<file path="config.mk">
export PLATFORM = sky130hd
export DESIGN_NAME = ad9361_tx_feeder
export DESIGN_NICKNAME = d
export VERILOG_FILES = /design/src/rtl/ad9361_tx_pkg.sv /design/src/rtl/txfeed_fifo.sv /design/src/rtl/ad9361_tx_feeder.sv
export SDC_FILE = /design/constraint.sdc
export NUM_CORES = 1
export LEC_CHECK = 0
export ABC_AREA = 0
export BUFFER_PORTS_ARGS = -buffer_cell sky130_fd_sc_hd__buf_4
export CORE_AREA = 2 2 255 257
export CTS_CLUSTER_DIAMETER = 100
export DETAILED_ROUTE_END_ITERATION = 6
export DIE_AREA = 0 0 257 259
export PLACE_DENSITY_LB_ADDON = 0.15
export SLEW_MARGIN = 20
export SYNTH_ARGS = -nofsm -noshare
export SYNTH_HDL_FRONTEND = slang
export SYNTH_HIERARCHICAL = 1
export SYNTH_SLANG_ARGS = --single-unit
export TNS_END_PERCENT = 100
</file>
<file path="constraint.sdc">
create_clock -name sys_clk -period 3.7 [get_ports sys_clk]
set_input_delay 0.74 -clock sys_clk [delete_from_list [all_inputs] [get_ports sys_clk]]
set_output_delay 0.74 -clock sys_clk [all_outputs]
set_load 0.01 [all_outputs]
</file>
<file path="src/rtl/ad9361_tx_pkg.sv">
// Shared types for the AD9361 TX feeder: sample/beat layout and FSM states.
package ad9361_tx_pkg;

   localparam int unsigned SAMPLE_W = 12;

   // One complex sample; i occupies the low bits.
   typedef struct packed {
      logic [SAMPLE_W-1:0] q;
      logic [SAMPLE_W-1:0] i;
   } iq_sample_t;

   // Two-channel beat; ch0 in the low half, matching the s_data layout.
   typedef struct packed {
      iq_sample_t ch1;
      iq_sample_t ch0;
   } tx_beat_t;

   typedef enum logic [1:0] {
      IDLE,
      PRIME,
      RUN,
      UNDERRUN
   } txfeed_state_e;

endpackage

</file>
<file path="src/rtl/txfeed_fifo.sv">
// Synchronous FIFO of tx_beat_t with flush; head is presented combinationally.
module txfeed_fifo
   import ad9361_tx_pkg::*;
#(
   parameter int unsigned DEPTH = 16,
   localparam int unsigned AW = $clog2(DEPTH),
   localparam int unsigned LW = AW + 1
) (
   input  logic          clk,
   input  logic          rst_n,
   input  logic          flush,
   input  logic          wr_en,
   input  tx_beat_t      wr_data,
   input  logic          rd_en,
   output tx_beat_t      rd_data,
   output logic          full,
   output logic          empty,
   output logic [LW-1:0] level
);

   tx_beat_t      mem_q [DEPTH];
   logic [AW-1:0] wr_ptr_q, wr_ptr_d;
   logic [AW-1:0] rd_ptr_q, rd_ptr_d;
   logic [LW-1:0] level_q, level_d;
   logic          do_wr, do_rd;

   assign full    = (level_q == LW'(DEPTH));
   assign empty   = (level_q == '0);
   assign do_wr   = wr_en && !full && !flush;
   assign do_rd   = rd_en && !empty && !flush;
   assign rd_data = mem_q[rd_ptr_q];
   assign level   = level_q;

   // Pointer and occupancy update; flush wins over any access.
   always_comb begin
      wr_ptr_d = wr_ptr_q;
      rd_ptr_d = rd_ptr_q;
      level_d  = level_q;
      if (flush) begin
         wr_ptr_d = '0;
         rd_ptr_d = '0;
         level_d  = '0;
      end else begin
         if (do_wr) wr_ptr_d = wr_ptr_q + 1'b1;
         if (do_rd) rd_ptr_d = rd_ptr_q + 1'b1;
         case ({do_wr, do_rd})
            2'b10:   level_d = level_q + 1'b1;
            2'b01:   level_d = level_q - 1'b1;
            default: level_d = level_q;
         endcase
      end
   end

   // Pointer/level registers.
   always_ff @(posedge clk or negedge rst_n) begin
      if (!rst_n) begin
         wr_ptr_q <= '0;
         rd_ptr_q <= '0;
         level_q  <= '0;
      end else begin
         wr_ptr_q <= wr_ptr_d;
         rd_ptr_q <= rd_ptr_d;
         level_q  <= level_d;
      end
   end

   // Storage; contents need no reset since level gates every read.
   always_ff @(posedge clk) begin
      if (do_wr) mem_q[wr_ptr_q] <= wr_data;
   end

endmodule

</file>
<file path="src/rtl/ad9361_tx_feeder.sv">
// Buffers I/Q beats and releases one per sample strobe to the ad9361_if DAC ports.
// Optional ramp test pattern enabled by defining TXFEED_TESTPAT_EN (adds test_mode).
module ad9361_tx_feeder
   import ad9361_tx_pkg::*;
#(
   parameter int unsigned DEPTH       = 16,
   parameter int unsigned RATE_DIV    = 4,
   parameter int unsigned PRIME_LEVEL = 8,
   localparam int unsigned LW = $clog2(DEPTH) + 1,
   localparam int unsigned DW = $clog2(RATE_DIV)
) (
   input  logic                sys_clk,
   input  logic                rst_n,
   input  logic                enable,
`ifdef TXFEED_TESTPAT_EN
   input  logic                test_mode,
`endif
   input  logic                s_valid,
   output logic                s_ready,
   input  logic [47:0]         s_data,
   output logic [SAMPLE_W-1:0] dac_data0_i,
   output logic [SAMPLE_W-1:0] dac_data0_q,
   output logic [SAMPLE_W-1:0] dac_data1_i,
   output logic [SAMPLE_W-1:0] dac_data1_q,
   output logic                sample_strobe,
   output logic                running,
   output logic [15:0]         underrun_cnt,
   output logic [LW-1:0]       fifo_level
);

   txfeed_state_e state_q, state_d;
   logic [DW-1:0] div_q, div_d;
   tx_beat_t      dac_q, dac_d;
   logic [15:0]   ucnt_q, ucnt_d;
   tx_beat_t      fifo_head, ramp_beat;
   logic          fifo_full, fifo_empty;
   logic          strobe, flush, pop, underrun, prime_ok, tp_active;

   txfeed_fifo #(
      .DEPTH(DEPTH)
   ) u_fifo (
      .clk     (sys_clk),
      .rst_n   (rst_n),
      .flush   (flush),
      .wr_en   (s_valid && s_ready),
      .wr_data (tx_beat_t'(s_data)),
      .rd_en   (pop),
      .rd_data (fifo_head),
      .full    (fifo_full),
      .empty   (fifo_empty),
      .level   (fifo_level)
   );

`ifdef TXFEED_TESTPAT_EN
   logic [SAMPLE_W-1:0] ramp_q, ramp_d;

   assign tp_active = (state_q == RUN) && test_mode;
   assign ramp_beat = '{ch1: '{q: ~ramp_q, i: ramp_q}, ch0: '{q: ~ramp_q, i: ramp_q}};

   // Ramp advances once per strobe while the pattern is being emitted.
   always_comb begin
      ramp_d = ramp_q;
      if (tp_active && strobe) ramp_d = ramp_q + 1'b1;
   end

   // Ramp register.
   always_ff @(posedge sys_clk or negedge rst_n) begin
      if (!rst_n) ramp_q <= '0;
      else        ramp_q <= ramp_d;
   end
`else
   assign tp_active = 1'b0;
   assign ramp_beat = '0;
`endif

   // Sample-rate divider; parked at zero while disabled.
   always_comb begin
      div_d = '0;
      if (enable) div_d = (div_q == DW'(RATE_DIV - 1)) ? '0 : div_q + 1'b1;
   end

   assign strobe = enable && (div_q == DW'(RATE_DIV - 1));

   // FSM outputs and per-cycle control decodes.
   always_comb begin
      flush         = (state_q != IDLE) && !enable;
      s_ready       = !fifo_full && !flush;
      running       = (state_q == RUN);
      sample_strobe = strobe;
      prime_ok      = (fifo_level >= LW'(PRIME_LEVEL));
      pop           = running && strobe && !tp_active && !fifo_empty;
      underrun      = running && strobe && !tp_active && fifo_empty;
   end

   // FSM next state; a disable in any active state flushes back to IDLE.
   always_comb begin
      state_d = state_q;
      if (flush) begin
         state_d = IDLE;
      end else begin
         case (state_q)
            IDLE:            if (enable) state_d = PRIME;
            PRIME, UNDERRUN: if (prime_ok) state_d = RUN;
            RUN:             if (underrun) state_d = UNDERRUN;
            default:         state_d = IDLE;
         endcase
      end
   end

   // DAC data: zero outside RUN, load on strobe, otherwise hold the last sample.
   always_comb begin
      dac_d = dac_q;
      if (flush || (state_q != RUN)) begin
         dac_d = '0;
      end else if (strobe) begin
         if (tp_active)        dac_d = ramp_beat;
         else if (!fifo_empty) dac_d = fifo_head;
         else                  dac_d = '0;
      end
   end

   // Saturating underrun event counter.
   always_comb begin
      ucnt_d = ucnt_q;
      if (underrun && (ucnt_q != 16'hFFFF)) ucnt_d = ucnt_q + 16'd1;
   end

   // State, divider, DAC and counter registers.
   always_ff @(posedge sys_clk or negedge rst_n) begin
      if (!rst_n) begin
         state_q <= IDLE;
         div_q   <= '0;
         dac_q   <= '0;
         ucnt_q  <= '0;
      end else begin
         state_q <= state_d;
         div_q   <= div_d;
         dac_q   <= dac_d;
         ucnt_q  <= ucnt_d;
      end
   end

   assign dac_data0_i  = dac_q.ch0.i;
   assign dac_data0_q  = dac_q.ch0.q;
   assign dac_data1_i  = dac_q.ch1.i;
   assign dac_data1_q  = dac_q.ch1.q;
   assign underrun_cnt = ucnt_q;

endmodule

</file>
==> parameters.txt, run 1 <==
Parameter                              Value

Run status
  Outcome    finished, violations left
  Failing checks    design-rule violations

Final layout
  Share of layout cells above drive strength 1    between 20 and 25%
  Area Growth Syn to Fin    16.45%
  Count of inserted antenna diode cells    0
  Final layout net count    just under 2,000
  Filler cell count    between 4,000 and 5,000
  Final standard cell count with taps included and fillers excluded    approximately 2,800
  Share of the core filled with cells    roughly 60%

Critical path
  Number of buffer and inverter instances along the worst setup path    1
  Category of the most critical setup path    reg -> reg
  Worst EP required    around 4.2 ns
  Data arrival at the endpoint of the critical path    ~4.0 ns
  Cell-by-cell trace of the critical path    or4_1 -> nor2_1 -> nor2_1 -> and2_1 -> inv_1 -> nor2_1 -> or3_1 -> fa_1 -> nand2b_1 -> a2111o_1 -> o311ai_0 -> a31oi_1
  Top Family by Delay on Critical Path    simple AND/OR/NAND/NOR gates
  Critical Path Sink Type    flop
  FF-to-FF path depth    12
  Cell with the largest stage delay on the worst path    sky130_fd_sc_hd__or4_1
  Largest fanout of any net on the critical path    7
  Critical Path Most Common Cell    sky130_fd_sc_hd__nor2_1
  Critical path launch point type    flop
  CP peak stage delay    around 0.69 ns
  Crit path depth    12

GRT
  Initial antenna violation count    1
  Residual overflow from global routing    0
  Vias in the first global route    17,078
  Wire length of the first global-routing pass    approximately 110,000 um
  GRT Resource Usage Total    ~22%
  Largest net degree at the start of global routing    between 50 and 60

Min path
  Hold crit path type    in -> async

Synthesis
  Synthesized netlist cell count    ~1,700
  Distinct cell type count of the synthesized netlist    60
  EDFF count, synth    approximately 770
  Average footprint of a synthesized cell    around 19 um2
  Yosys warning total    6
  Leading cell type by number of instances after synthesis    sky130_fd_sc_hd__edfxtp_1
  Top_reg_cell synth    sky130_fd_sc_hd__edfxtp_1
  Nets in the synthesized netlist    ~1,800
  Top cell types by occurrence after synthesis    sky130_fd_sc_hd__edfxtp_1 (768), sky130_fd_sc_hd__mux2i_1 (196), sky130_fd_sc_hd__a221oi_1 (96), sky130_fd_sc_hd__mux4_2 (96), sky130_fd_sc_hd__dfrtp_1 (81)
  Post-synthesis instance area    roughly 33,000 um2
  Sequential share of the synthesized area    between 70% and 80%
  FF+latch count, synth    849
  Library cell occupying the most area in the post-synthesis netlist    sky130_fd_sc_hd__edfxtp_1
  Most area-consuming cells after synthesis    sky130_fd_sc_hd__edfxtp_1 (70%), sky130_fd_sc_hd__mux4_2 (6.6%), sky130_fd_sc_hd__dfrtp_1 (6.2%)
  Async set-or-reset flop fraction in the synthesized netlist    under 10%
  Portion of synthesized cell area occupied by the leading cell type    70.22%

Timing
  Max-slew headroom    38.07%
  RSZ-0062 raised after global routing    false
  Achievable clock frequency    about 290 MHz
  Slew of the pin with the lowest slew margin    0.9290 ns
  Final clock skew    about 0.027 ns
  Post-route minimum period    ~3.5 ns
  Count of final setup violators    0
  Final max-slew violation count    0
  Final hold slack    about 0.24 ns
  Final critical-path share of the clock period    93.66%
  Final Hold Fails    0

Drt
  Mean routed wirelength per cell    ~26 um
  Top routing layer used    met5
  Post-DRT Antenna Nets    0
  Initial DRC Count    approximately 1,500
  Detailed-route wire length on metal 1    between 30,000 and 40,000 um
  Wire length after detailed routing    a little over 70,000 um
  Routed wl met3    between 4000 and 5000 um
  Met2 wire len    ~35,000 um
  Drt via density    6.040
  Remaining routing DRC violations    10
  Routed via count    around 17,000
  Pre-Repair DR Iteration Count    7

Die
  Placeable core region    approximately 64,000 um2
  Die width    around 260 um
  Floorplan die area    66,560 um2
  Row count    93
  Effective utilization at floorplan    around half
  Die span in y    approximately 260 um
  I/O pin count    124

Clocking
  Quantity of gates resized following cts    0
  CTS tree    built
  Quantity of hold-fixing buffers added after cts    0
  Clock tree sinks    roughly 850
  Post-CTS clock slew at the launch and capture registers of the worst setup and hold paths    roughly 0.060 ns
  Number of post-CTS setup repair buffers    0
  Root cell of the clock tree    sky130_fd_sc_hd__clkbuf_16
  Number of buffers on the longest clock path    3
  Depth of the CTS H-tree    3
  Latest clock arrival within the worst-skew pair    around 0.64 ns
  Number of buffers created by CTS    88

Pwr
  Share of total power in combinational logic    approximately 6%
  Switching component of the power    4486 uW
  Reported leakage power    approximately 0.012 uW
  Switching share of power    between 20% and 30%
  Clock power frac    a little over 40%
  Maximum VDD drop    between 300 and 400 uV
  Cell Pwr Density    between 500 and 600 nW/um2
  Internal power component    between 15,000 and 20,000 uW
  Power share of the sequential group    roughly 53%

Placement
  DP HPWL    about 41,000 um
  Port Buf Inserts    around 120
  Placed Instances    around 2,600
  Routability Congestion    0.7450

Flow run
  Reported max-cap violation count    0
## power by group through the flow
| stage | registers [uW] | clock network [uW] | logic [uW] |
|---|---|---|---|
| detailed placement | 11200 | 0 | 1270 |
| global route | 11000 | 9230 | 1370 |
| floorplan | 11200 | 0 | 620 |
| CTS | 11000 | 8840 | 1280 |
| global placement | 11200 | 0 | 1250 |
| finish | 11000 | 8660 | 1260 |
## sequential cells by signal (all words and copies together) (netlist names), 4 cells and up
register and flops:
dac_data0_i 12, u_fifo/mem_q 768, dac_data0_q 12, u_fifo/wr_ptr_q 4, dac_data1_q 12, underrun_cnt 16
u_fifo/level 5, dac_data1_i 12, u_fifo/rd_ptr_q 4
## final cells by class
class,instances,area (um2),area share [%]
Timing Repair Buffer,184,1732,4.528
Multi-Input combinational cell,741,7436,19.44
Sequential cell,849,25100,65.63
Clock inverter,40,335.3,0.8768
Inverter,11,41.29,0.1080
Clock buffer,126,2532,6.622
Tap cell,855,1070,2.797
## logic make-up (layout without fill, tap and decap cells)
group                      after synthesis  in the layout  synth area share, %
xor gates and xnor gates                20             20               0.5333
DFF                                    849            849                76.39
and+or+nand+nor                        156            156                2.450
buffers and inverters                  106            361                1.390
adders and majority gates               11             11               0.4419
AOI/OAI and AO/OA                      257            257                6.057
muxes                                  297            297                12.74
## metal layers
layer | up-vias | GRT usage, %
li1 | 7376 | -
met1 | 8920 | 31.69
met2 | 556 | 35.23
met3 | 94 | 3.710
met4 | 2 | 6.089
met5 | - | 0
## final timing paths
check	start	endpoint	slack [ns]
min reg2reg	div_q[0]	div_q[0]	0.45
max in group asynchronous	rst_n	dac_data1_i[6]	2.66
min	rst_n	underrun_cnt[3]	0.24
max	u_fifo/level[1]	u_fifo/level[4]	0.23
max reg2reg	u_fifo/level[1]	u_fifo/level[4]	0.23
min in group sys_clk	enable	div_q[1]	0.39
## through the flow
step	setup slack, ns	TNS [ns]	area, um2	total power [uW]
3_5_place_dp	0.2540	0	35380	12480
5_1_grt	0.08967	0	38250	21630
4_1_cts	0.2516	0	38250	21130
2_1_floorplan	-0.6274	-388.47	32850	11820
6_report	0.2345	0	38250	20930
3_3_place_gp	0.3095	0	35370	12430
## cells in the final DEF (no fill, tap or decap), types with 4 or more instances in the layout
cell type,count
sky130_fd_sc_hd__a221oi_1,96
sky130_fd_sc_hd__a22o_1,48
sky130_fd_sc_hd__a22oi_1,48
sky130_fd_sc_hd__buf_12,28
sky130_fd_sc_hd__buf_4,156
sky130_fd_sc_hd__bufinv_16,5
sky130_fd_sc_hd__clkbuf_1,26
sky130_fd_sc_hd__clkbuf_16,94
sky130_fd_sc_hd__clkbuf_8,6
sky130_fd_sc_hd__clkinv_1,13
sky130_fd_sc_hd__clkinv_2,14
sky130_fd_sc_hd__dfrtp_1,77
sky130_fd_sc_hd__edfxtp_1,768
sky130_fd_sc_hd__ha_1,10
sky130_fd_sc_hd__inv_1,10
sky130_fd_sc_hd__mux2i_1,196
sky130_fd_sc_hd__mux4_2,96
sky130_fd_sc_hd__nand2_1,62
sky130_fd_sc_hd__nand3_1,5
sky130_fd_sc_hd__nor2_1,28
sky130_fd_sc_hd__nor2_4,16
sky130_fd_sc_hd__nor3_1,8
sky130_fd_sc_hd__o21ai_0,49
sky130_fd_sc_hd__or4_1,4
sky130_fd_sc_hd__xor2_1,17
## worst register-to-register path: cells and delay by family (launching register included)
family                   cells  cell delay [ns]
flip-flops                   1             0.44
AND/OR/NAND/NOR              7             1.73
AO/OA/AOI/OAI                3             0.60
adder cells (fa/ha/maj)      1             0.42
buffers and inverters        1             0.16
Power figures use the tool's default switching activity.
==> run 2, diff against run 1 <==
==> constraint.sdc (replaced) <==
create_clock -name sys_clk -period 3.7 [get_ports sys_clk]
set_input_delay 0.74 -clock sys_clk [delete_from_list [all_inputs] [get_ports sys_clk]]
set_output_delay 0.74 -clock sys_clk [all_outputs]
set_load 0.1 [all_outputs]
==> run 2 against run 1 <==
The flow now finishes without violations. Clock power fell by 3.7%. Sequential power about the same. Routed wire length about the same. Power is 0.60% lower. Die area unchanged. Count of clock-buffer cells in the layout fell by 5. Utilization shrank 0.16 points. Largest cell class unchanged.
==> parameters.txt, run 2 (synthesis results as in run 1) <==
Parameter                              Value

Run status
  Outcome    complete, no violations

Die
  Die width    257 um
  Row count    just over 90
  I/O pin count    124
  Floorplan die area    approximately 67,000 um2
  Die span in y    between 200 and 300 um
  Effective utilization at floorplan    just over 50%
  Placeable core region    roughly 64,000 um2

Critical path
  Cell-by-cell trace of the critical path    or4_1 -> buf_4 -> nor2_2 -> and2b_2 -> o21ai_0 -> or3_1 -> inv_1 -> ha_1 -> nand2b_1 -> a21oi_1 -> or4_1 -> a31oi_1
  CP peak stage delay    0.60 ns
  Worst EP required    4.23 ns
  Critical Path Sink Type    flop
  Largest fanout of any net on the critical path    6
  Critical Path Most Common Cell    sky130_fd_sc_hd__or4_1
  Cell with the largest stage delay on the worst path    sky130_fd_sc_hd__or4_1
  Data arrival at the endpoint of the critical path    4.02 ns
  Top Family by Delay on Critical Path    simple AND/OR/NAND/NOR gates
  Number of buffer and inverter instances along the worst setup path    2
  Category of the most critical setup path    reg -> reg
  Critical path launch point type    flop

Final layout
  Area Growth Syn to Fin    16.13%
  Most common cell after layout, fill and taps aside    sky130_fd_sc_hd__edfxtp_1
  Count of inserted antenna diode cells    0
  Share of the core filled with cells    between 50% and 60%
  Share of layout cells above drive strength 1    approximately a quarter
  Number of flip-flops under the largest register name    768
  Design Area, Final    roughly 38,000 um2
  Final layout net count    approximately 1,900
  Register bank with the most flops    u_fifo/mem_q
  Filler cell count    4,597
  Most frequent cells in the layout    sky130_fd_sc_hd__edfxtp_1 (768), sky130_fd_sc_hd__mux2i_1 (196), sky130_fd_sc_hd__buf_4 (161)

GRT
  Layer with the highest usage    met2
  Wire length of the first global-routing pass    roughly 110,000 um
  Global-route track usage on met3    under 10%
  Vias in the first global route    between 15,000 and 20,000
  GRT Resource Usage Total    between 20% and 30%
  Met1 GRT Util    a little under a third
  Residual overflow from global routing    0
  Initial antenna violation count    0
  M2 GR Usage    roughly 37%
  Largest net degree at the start of global routing    around 70

Placement
  Routability Congestion    around 0.78
  Port Buf Inserts    around 120
  DP HPWL    40,820 um
  Post-Place Cell Area    between 30,000 and 40,000 um2

Timing
  Final critical-path share of the clock period    between 90% and 100%
  Count of final setup violators    0
  Max-slew headroom    between 40% and 50%
  Post-route minimum period    3.491 ns
  Final clock skew    roughly 0.022 ns
  Final max-slew violation count    0
  RSZ-0062 raised after global routing    false
  Final Hold Fails    0
  Achievable clock frequency    ~290 MHz
  Slew of the pin with the lowest slew margin    between 0.8 and 0.9 ns

Pwr
  Internal power component    ~16,000 uW
  Share of total power in combinational logic    under 10%
  Switching share of power    roughly 22%
  Switching component of the power    ~4600 uW
  Total power    ~21,000 uW
  Clock power frac    between 40% and 50%
  Cell Pwr Density    roughly 550 nW/um2
  Power share of the sequential group    53.0%
  Reported leakage power    approximately 0.012 uW
  Maximum VDD drop    between 300 and 400 uV

Drt
  Initial DRC Count    approximately 1,300
  Wire length after detailed routing    72,500 um
  Pre-Repair DR Iteration Count    6
  Drt via density    roughly 6.0
  Routed via count    16,942
  Mean routed wirelength per cell    about 26 um
  Post-DRT Antenna Nets    0
  Remaining routing DRC violations    0

Flow run
  Reported max-cap violation count    0

Clocking
  Quantity of hold-fixing buffers added after cts    0
  Number of buffers on the longest clock path    3
  Depth of the CTS H-tree    3
  Root cell of the clock tree    sky130_fd_sc_hd__clkbuf_16
  Post-CTS clock slew at the launch and capture registers of the worst setup and hold paths    about 0.060 ns
  Number of buffers created by CTS    86
  Latest clock arrival within the worst-skew pair    about 0.64 ns
  Number of post-CTS setup repair buffers    0
  CTS tree    built
  Clock tree sinks    roughly 850

Min path
  Hold crit path type    in -> async
## run 2: power groups by stage
stage	Combinational, uW	Sequential (uW)	Clock (uW)
after global placement	1440	11200	0
final	1450	11000	8340
after CTS	1470	11000	8510
after global routing	1560	11000	8890
after floorplan	691	11300	0
after detailed placement	1460	11200	0
## run 2: stage by stage
step                hold WS, ns  setup WS [ns]  setup TNS, ns  instances
floorplan                0.4085      -0.004744         -2.730       1696
global placement         0.4198         0.2828              0       2644
detailed placement       0.4395         0.1798              0       2644
CTS                      0.1908         0.1626              0       2805
global route             0.2285        0.02130              0       2805
finish                   0.1883         0.2090              0       2805
## run 2: routing by layer
metal / up-vias / part of all wire (%)
li1: 7369 / -
met1: 9057 / 43
met2: 440 / 50
met3: 76 / 4.9
met4: 0 / 1.6
met5: - / 0
## run 2: final timing paths
kind,start,to,slack (ns),cells past startpoint
worst min-delay path,rst_n,div_q[1],0.19,1
worst max-delay path,u_fifo/level[1],u_fifo/level[4],0.21,12
min in group sys_clk,enable,div_q[1],0.39,2
worst min register to register,div_q[0],div_q[0],0.44,1
max in group asynchronous,rst_n,dac_data1_i[8],2.82,2
worst max register to register,u_fifo/level[1],u_fifo/level[4],0.21,12
## run 2: layout make-up
cell class | instances | area, um2 | share of cell area, %
repair buffers | 188 | 1749 | 4.586
flip-flops and latches | 849 | 25120 | 65.85
clock inverters | 40 | 310.3 | 0.8136
well taps | 855 | 1070 | 2.805
multi-input cells | 741 | 7448 | 19.53
clock buffers | 121 | 2406 | 6.308
inverters | 11 | 41.29 | 0.1083
## run 2: worst register-to-register path: stages, from the launching register on
cell and delay, ns:
sky130_fd_sc_hd__dfrtp_4 0.51, sky130_fd_sc_hd__or4_1 0.60, sky130_fd_sc_hd__buf_4 0.19, sky130_fd_sc_hd__nor2_2 0.09, sky130_fd_sc_hd__and2b_2 0.23, sky130_fd_sc_hd__o21ai_0 0.21
sky130_fd_sc_hd__or3_1 0.24, sky130_fd_sc_hd__inv_1 0.09, sky130_fd_sc_hd__ha_1 0.33, sky130_fd_sc_hd__nand2b_1 0.11, sky130_fd_sc_hd__a21oi_1 0.10, sky130_fd_sc_hd__or4_1 0.50
sky130_fd_sc_hd__a31oi_1 0.21
## run 2: repair_timing
action | CTS | global route
endpoints found under the hold margin | 0 | 0
endpoints found under the setup margin | 0 | 1
resized for setup | 0 | 2
==> run 3, diff against run 2 <==
Settings changed: PLACE_DENSITY set to 0.72, PLACE_DENSITY_LB_ADDON 0.15 to not set, RECOVER_POWER set to 50.
==> run 3 against run 2 <==
The flow now finishes with violations (max-capacitance violations, max-slew violations). Critical path type unchanged. Utilization decreased by 0.65 points. Highest routed layer is now met5. Sequential share of layout area up 0.72 points. Register-to-register slack barely moved. Fmax decreased by 0.29%. Die area unchanged. Combinational power shrank 4%. Routed wire length is 2.4% lower.
==> parameters.txt, run 3 (synthesis results as in run 1) <==
Parameter                              Value

Run status
  Outcome    finished, violations left
  Failing checks    max-capacitance violations, max-slew violations

Critical path
  Worst EP required    between 4 and 5 ns
  Largest fanout of any net on the critical path    6
  Data arrival at the endpoint of the critical path    about 4.0 ns
  Cell-by-cell trace of the critical path    or4_1 -> nor2_2 -> nor2_4 -> and2_1 -> inv_2 -> nor2_1 -> or3_1 -> inv_1 -> ha_1 -> nor2_1 -> a21oi_1 -> or4_1 -> a31oi_1
  Cell with the largest stage delay on the worst path    sky130_fd_sc_hd__or4_1
  Critical Path Sink Type    flop
  Origin of the critical flop-to-flop path    u_fifo/level[1]
  Worst-case register-to-register setup slack    roughly 0.20 ns
  CP peak stage delay    just under 0.6 ns
  Critical path launch point type    flop
  R2R Path End    u_fifo/level[4]
  FF-to-FF path depth    13
  Category of the most critical setup path    reg -> reg

Min path
  Hold Path End    div_q[1]
  Worst hold path startpoint    enable
  Hold crit path type    in -> reg
  Cell depth of the worst min-delay path    2

Drt
  Mean routed wirelength per cell    25.34 um
  Routed via count    17,131
  Drt via density    between 6 and 7
  Wire length after detailed routing    between 70,000 and 80,000 um
  Pre-Repair DR Iteration Count    7
  Post-DRT Antenna Nets    0
  Initial DRC Count    1,728
  Remaining routing DRC violations    0

Placement
  Port Buf Inserts    roughly 120
  Routability Congestion    a little under 0.8
  DP HPWL    roughly 38,000 um
  Post-Place Cell Area    between 30,000 and 40,000 um2
  Setup Slack @ Placement    0.1448 ns

Final layout
  Count of inserted antenna diode cells    0
  Most frequent cells in the layout    sky130_fd_sc_hd__edfxtp_1 (768), sky130_fd_sc_hd__mux2i_1 (196), sky130_fd_sc_hd__clkbuf_1 (100)
  Area Growth Syn to Fin    14.87%
  Number of flip-flops under the largest register name    between 700 and 800
  Final layout net count    between 1,500 and 2,000
  Share of layout cells above drive strength 1    a little under a fifth
  Design Area, Final    37,730 um2
  Register bank with the most flops    u_fifo/mem_q
  Most common cell after layout, fill and taps aside    sky130_fd_sc_hd__edfxtp_1

Pwr
  Cell Pwr Density    549.0 nW/um2
  Share of total power in combinational logic    under 10%
  Reported leakage power    roughly 0.012 uW
  Switching share of power    22.32%
  Internal power component    16,090 uW
  Power share of the sequential group    53.2%
  Switching component of the power    between 4000 and 5000 uW
  Clock power frac    around 40%
  Maximum VDD drop    425.1 uV

Timing
  Max-slew headroom    -23.81%
  Setup WS post-layout    ~0.20 ns
  Post-route minimum period    between 3 and 4 ns
  Achievable clock frequency    between 200 and 300 MHz
  Final max-slew violation count    between 60 and 70
  Setup_tns    0 ns
  RSZ-0062 raised after global routing    false
  Final clock skew    about 0.02 ns
  Slew of the pin with the lowest slew margin    ~1.9 ns
  Final hold slack    about 0.4 ns
  Count of final setup violators    0
  Final Hold Fails    0
  Final critical-path share of the clock period    94.62%

Flow run
  Reported max-cap violation count    1

Clocking
  Post-CTS clock slew at the launch and capture registers of the worst setup and hold paths    0.06 ns
  Depth of the CTS H-tree    3
  Root cell of the clock tree    sky130_fd_sc_hd__clkbuf_16
  Latest clock arrival within the worst-skew pair    approximately 0.64 ns
  Number of post-CTS setup repair buffers    0
  Number of buffers created by CTS    85
  CTS tree    built
  Number of buffers on the longest clock path    3
  Clock tree sinks    849

GRT
  Largest net degree at the start of global routing    97
  Residual overflow from global routing    0
  Initial antenna violation count    4
  Wire length of the first global-routing pass    about 110,000 um
  GRT Resource Usage Total    21.51%
  Vias in the first global route    about 17,000

Die
  Die width    roughly 260 um
  Floorplan die area    between 60,000 and 70,000 um2
  Row count    between 90 and 100
  I/O pin count    between 100 and 150
  Effective utilization at floorplan    51.41%
  Die span in y    around 260 um
  Placeable core region    around 64,000 um2
-- run 3: cell count changes in the layout (fill, tap and decap cells not counted), moves of 2 or more --
cell and delta:
sky130_fd_sc_hd__buf_12 -3, sky130_fd_sc_hd__buf_4 -89, sky130_fd_sc_hd__bufinv_16 +2, sky130_fd_sc_hd__clkbuf_1 +75, sky130_fd_sc_hd__clkbuf_16 -2, sky130_fd_sc_hd__clkbuf_8 -5, sky130_fd_sc_hd__clkinv_1 +5, sky130_fd_sc_hd__clkinv_8 +3
sky130_fd_sc_hd__clkinvlp_4 +3, sky130_fd_sc_hd__inv_6 -2
-- run 3: how the worst max path moves through the flow --
| stage | from | to | cells after the start |
|---|---|---|---|
| detailed placement | u_fifo/level[1] | u_fifo/level[4] | 13 |
| global route | u_fifo/level[1] | u_fifo/level[4] | 13 |
| global placement | u_fifo/level[1] | u_fifo/level[4] | 13 |
| floorplan | u_fifo/level[0] | u_fifo/mem_q[12][0] | 9 |
| CTS | u_fifo/level[1] | u_fifo/level[4] | 13 |
| finish | u_fifo/level[1] | u_fifo/level[4] | 13 |
-- run 3: power groups by stage --
stage	registers (uW)	logic (uW)	clock network (uW)
after floorplan	11300	691	0
after global placement	11200	1370	0
after detailed placement	11200	1430	0
after CTS	11000	1430	8460
after global routing	11000	1500	8840
final	11000	1390	8300
-- run 3: layout make-up --
cell class,count,area (um2)
fill,4555,26160
sequential,849,25110
multi-input combinational,741,7448
clock buffer,107,2261
timing repair buffer,179,1334
tap,855,1070
clock inverter,50,459.2
inverter,11,41.29
-- run 3: worst max-delay path, delay by kind of cell, from the launching register on --
family / cells / cell delay, ns
compound gates: 2 / 0.29
fa+ha+maj: 1 / 0.27
buf+inv: 2 / 0.25
flops: 1 / 0.50
simple gates: 8 / 2.08
-- run 3: repair_timing --
action,4_1_cts,5_1_grt
endpoints found under the setup margin,0,1
hold buffers,0,0
resized for setup,0,2
-- run 3: through the flow --
| stage | cells | power, uW | utilization, % |
|---|---|---|---|
| finish | 2792 | 20710 | 59.06 |
| CTS | 2792 | 20910 | 59.54 |
| global route | 2792 | 21380 | 59.06 |
| global placement | 2635 | 12560 | 55.28 |
| floorplan | 1696 | 12020 | - |
| detailed placement | 2635 | 12640 | 55.28 |
-- run 3: metal layers --
layer	track usage, %	up-vias	wire (um)
met5	0	-	53
met4	5.927	8	1563
met3	3.652	135	4488
met2	35.65	643	35050
met1	29.80	9007	29610
li1	-	7338	-
